File: src/rtl/gemm_mac_pe.sv
// gemm_mac_pe: systolic MAC processing element that accumulates signed operand products into a dot product,
// forwards each accepted operand pair east/south one cycle later, and holds the finished result under valid/ready.
module gemm_mac_pe #(
    parameter int DATA_WIDTH = 16,
    parameter int ACC_WIDTH  = 40
) (
    input  logic                         clk,
    input  logic                         rst,
    input  logic                         in_valid,
    input  logic                         in_last,
    input  logic signed [DATA_WIDTH-1:0] a_in,
    input  logic signed [DATA_WIDTH-1:0] b_in,
    output logic                         in_ready,
    output logic signed [DATA_WIDTH-1:0] a_out,
    output logic signed [DATA_WIDTH-1:0] b_out,
    output logic                         fwd_valid,
    output logic                         fwd_last,
    output logic                         res_valid,
    input  logic                         res_ready,
    output logic signed [ACC_WIDTH-1:0]  res_data,
    output logic                         res_ovf
);
    typedef enum logic {ACCUM, HOLD} state_t;
    state_t state, state_next;
    logic signed [2*DATA_WIDTH-1:0] mul;
    logic signed [ACC_WIDTH-1:0] acc, prod, sum;
    logic ovf_acc, add_ovf, accept;
    assign mul     = (2*DATA_WIDTH)'(a_in) * (2*DATA_WIDTH)'(b_in);
    assign prod    = ACC_WIDTH'(mul);
    assign sum     = acc + prod;
    // two's-complement overflow: operands agree in sign but the wrapped sum does not
    assign add_ovf = (acc[ACC_WIDTH-1] == prod[ACC_WIDTH-1]) && (sum[ACC_WIDTH-1] != acc[ACC_WIDTH-1]);
    assign res_valid = (state == HOLD);
    always_comb begin
        in_ready   = rst && (state == ACCUM || res_ready);
        accept     = in_valid && in_ready;
        state_next = (accept && in_last) ? HOLD :
                     (state == HOLD && res_ready) ? ACCUM : state;
    end
    always_ff @(posedge clk) begin
        if (!rst) begin
            state     <= ACCUM;
            acc       <= '0;
            ovf_acc   <= 1'b0;
            res_data  <= '0;
            res_ovf   <= 1'b0;
            fwd_valid <= 1'b0;
            fwd_last  <= 1'b0;
            a_out     <= '0;
            b_out     <= '0;
        end else begin
            state     <= state_next;
            fwd_valid <= accept;
            if (accept) begin
                a_out    <= a_in;
                b_out    <= b_in;
                fwd_last <= in_last;
                acc      <= in_last ? '0 : sum;
                ovf_acc  <= in_last ? 1'b0 : (ovf_acc | add_ovf);
                if (in_last) begin
                    res_data <= sum;
                    res_ovf  <= ovf_acc | add_ovf;
                end
            end
        end
    end
endmodule

File: config.mk
export PLATFORM = sky130hd
export DESIGN_NAME = gemm_mac_pe
export DESIGN_NICKNAME = d
export VERILOG_FILES = /design/src/rtl/gemm_mac_pe.sv
export SDC_FILE = /design/constraint.sdc
export NUM_CORES = 1
export LEC_CHECK = 0
export BUFFER_PORTS_ARGS = -buffer_cell sky130_fd_sc_hd__buf_2
export CORE_AREA = 2 2 173 175
export DETAILED_ROUTE_END_ITERATION = 6
export DIE_AREA = 0 0 175 177
export HOLD_SLACK_MARGIN = 0.08
export PLACE_DENSITY = 0.76
export SKIP_LAST_GASP = 1
export SYNTH_ARGS = -nofsm -noshare
export SYNTH_HDL_FRONTEND = slang
export SYNTH_SLANG_ARGS = --single-unit
File: constraint.sdc
create_clock -name clk -period 8.4 [get_ports clk]
set_clock_uncertainty 0.1 [all_clocks]
set_input_delay 0 -clock clk [delete_from_list [all_inputs] [get_ports clk]]
set_output_delay 0 -clock clk [all_outputs]
set_load 0.005 [all_outputs]
==> metrics.log <==
INFO  metric placement.setup.worst_slack = 34.7 ps
INFO  metric period_share = 97.0%
INFO  metric timing_hold_violations_final = 0
INFO  metric met2_wire_len = 19.5 mm
INFO  metric synth-adder-area-share = 43.2%
INFO  metric worst-endpoint-arrival = 8410 ps
INFO  metric ys_ff_latch = 117
INFO  metric grt_antenna_before_repair = 0
INFO  metric final_cell_mix = sky130_fd_sc_hd__inv_1, sky130_fd_sc_hd__fa_1, sky130_fd_sc_hd__nand2_1
INFO  metric synth_enable_flop_cells = 0
INFO  metric worst-endpoint-required = 8670 ps
INFO  metric yosys.area.top_type_share = 33.5%
INFO  metric rsz_0062_raised_after_global_routing = true
INFO  metric tritoncts = done
INFO  metric dr.first_iter.drc_count = 761
INFO  metric clk_path_buf_depth = 2
INFO  metric routed_via_density = 5.42
INFO  metric worst-r2r-cell-count = 10
INFO  metric syn-mean-instance-area = 8.68 µm²
INFO  metric globalRouteOverflowTotal = 0
INFO  metric drt-met1-wl = 16.5 mm
INFO  metric critical_path.n_buffers_inverters = 8
INFO  metric synth.top_cells.by_area = sky130_fd_sc_hd__fa_1, sky130_fd_sc_hd__dfxtp_1, sky130_fd_sc_hd__ha_1, sky130_fd_sc_hd__inv_1, sky130_fd_sc_hd__nand2_1
INFO  metric worst-path-stages = 35
INFO  metric grt_pass1_wl = 66.3 mm
INFO  metric num_vias = 12652
INFO  metric cts_num_sinks = 117
INFO  metric grt_max_degree = 87
INFO  metric ctsRootBufferMaster = sky130_fd_sc_hd__clkbuf_16
INFO  metric synth_area_leader_cell = sky130_fd_sc_hd__fa_1
INFO  metric track_usage = 26.9%
INFO  metric die_h = 177 µm
INFO  metric remaining_routing_drc_violations = 0
INFO  metric antenna_cells = 0
INFO  metric worst_path_dominant_cell_family = adder cells
INFO  metric synth_compound_gate_area_share = 11.5%
INFO  metric worst_slew_margin_rel = 27.2%
INFO  metric setup-tns-final = 0 ps
INFO  metric htreeDepth = 4
INFO  metric standard_cell_row_count = 63
INFO  metric finalWorstPathRequiredPeriod = 8150 ps
INFO  metric pin_count = 114
INFO  metric highest_signal_layer = met4
INFO  metric holdCritPathClass = in2reg
INFO  metric final_core_utilization = 60.8%
INFO  metric initial_utilization = 53.7%
INFO  metric synthSimpleGateAreaFrac = 17.1%
INFO  metric setup_viol = 0
INFO  metric asyncSetResetFlopFracSynth = 0%
INFO  metric cpPeakStageDelay = 540 ps
INFO  metric critPathSlowestCell = sky130_fd_sc_hd__fa_1
INFO  metric crit_path_max_fanout = 13
INFO  metric die_area = 31000 µm²
INFO  metric synth.net_count = 2232
INFO  metric final_common_cell = sky130_fd_sc_hd__inv_1
INFO  metric gpl_wtd_cong = 0.873
INFO  metric status = finished clean
INFO  metric yosys-mux-area-fraction = 0%
INFO  metric timing.setup.critical_path_class = in2reg
INFO  metric timing.hold.worst_path_depth = 5
INFO  metric core = 29200 µm²
INFO  metric synth_xor_area_share = 4.01%
INFO  metric dp_hpwl = 30.4 mm
INFO  metric cts_buffers = 17
INFO  metric drt_pass1_iterations = 5
INFO  metric max_freq = 123 MHz
INFO  metric layout_setup_ws = 252 ps
INFO  metric flow.area_growth_from_synthesis = 13.2%
INFO  metric synth_top_flop_cell = sky130_fd_sc_hd__dfxtp_1
INFO  metric route.final.wire_length = 39.5 mm
INFO  metric portBuffers = 113
INFO  metric met3RoutedLength = 2.18 mm
INFO  metric post_synth_inst_count = 1810
INFO  metric tightestPinTransition = 1090 ps
INFO  metric synth.distinct_cells = 64
INFO  metric first_global_vias = 13279
INFO  metric final_layout_size_suffix_gt1_share = 11.2%
INFO  metric slew_viol_final = 0
INFO  metric crit_path_frequent_cell = sky130_fd_sc_hd__fa_1
INFO  metric synth.yosys.seq_area_share = 14.9%
INFO  metric worst_setup_path_start_kind = input pin
INFO  metric clk-insertion-delay-late = 430 ps
INFO  metric nNetsFinal = 2352
INFO  metric ant_nets = 0
INFO  metric final.hold.worst_slack = 139 ps
INFO  metric path_clk_slew = 60 ps
INFO  metric wl_per_cell = 16.9 µm
INFO  metric syn_area = 15700 µm²
INFO  metric crit_path_end_kind = register
INFO  metric die_extent_in_x = 175 µm
INFO  metric main_combinational_cell_family_by_area_after_synthesis = adder cells
INFO  metric max_cap_violations = 0
INFO  metric synthesis.yosys.warnings = 0
## sequential cells by signal, indices dropped and copies added (netlist names)
register   flops
a_out         16
res_ovf        1
res_data      40
fwd_valid      1
b_out         16
ovf_acc        1
fwd_last       1
acc           40
res_valid      1
## kinds of logic after synthesis
group / count (synthesis)
xor gates and xnor gates: 71
and+or+nand+nor: 568
buffers and inverters: 383
AOI/OAI and AO/OA: 286
DFF: 117
adders and majority gates: 385
## final timing paths
kind            endpoint  slack [ps]        start
max              acc[39]         250     a_in[11]
min               acc[0]         140     in_valid
max reg2reg      acc[20]        4630    res_valid
min reg2reg  res_data[0]         350  res_data[0]
## what timing repair did
action                                  CTS  global route
hold buffers                             33             0
endpoints found under the hold margin    37             0
setup buffers                             0             9
gates resized for setup                   0            39
endpoints found under the setup margin    0            21
## worst min-delay path: stages
cell and delay, ps:
sky130_fd_sc_hd__buf_2 80, sky130_fd_sc_hd__nand2_1 40, sky130_fd_sc_hd__buf_4 300, sky130_fd_sc_hd__nand2_1 130
sky130_fd_sc_hd__a21oi_1 50
## synth_stat cells, drive strengths merged (3+ instances only)
cell type,n
a211oi,3
a21o,29
a21oi,76
a22oi,14
a31oi,5
a32o,7
and2,125
and3,12
buf,6
clkbuf,73
dfxtp,117
fa,263
ha,122
inv,303
nand2,237
nand2b,13
nand3,52
nand4,6
nor2,80
nor2b,11
nor3,19
o211ai,7
o21a,14
o21ai,90
o21bai,11
o31ai,4
or3,4
xnor2,53
xor2,18
## cell type report
class                   instances  area [µm²]
clock buffers                  18         439
clock inverters                14         154
fillers                      2482       11500
inverters                     304        1140
multi-input cells            1310       12000
flip-flops and latches        117        2340
well taps                     390         488
repair buffers                180        1170
## layer usage
layer | GRT usage, % | vias to the layer above
met5 | 0 | -
met4 | 10.5 | 0
met3 | 4.40 | 84
met2 | 45.6 | 325
met1 | 34.5 | 6303
li1 | - | 5940
## stage by stage
| step | cell area [µm²] | std cells |
|---|---|---|
| final | 17800 | 2333 |
| after global routing | 17800 | 2333 |
| after CTS | 17600 | 2324 |
| after detailed placement | 16700 | 2259 |
| after global placement | 16700 | 2259 |
| after floorplan | 15700 | 1810 |
Power is left out: the tool's default activity adds up to more than one toggle a clock period on the data nets, which glitch-free logic cannot reach.
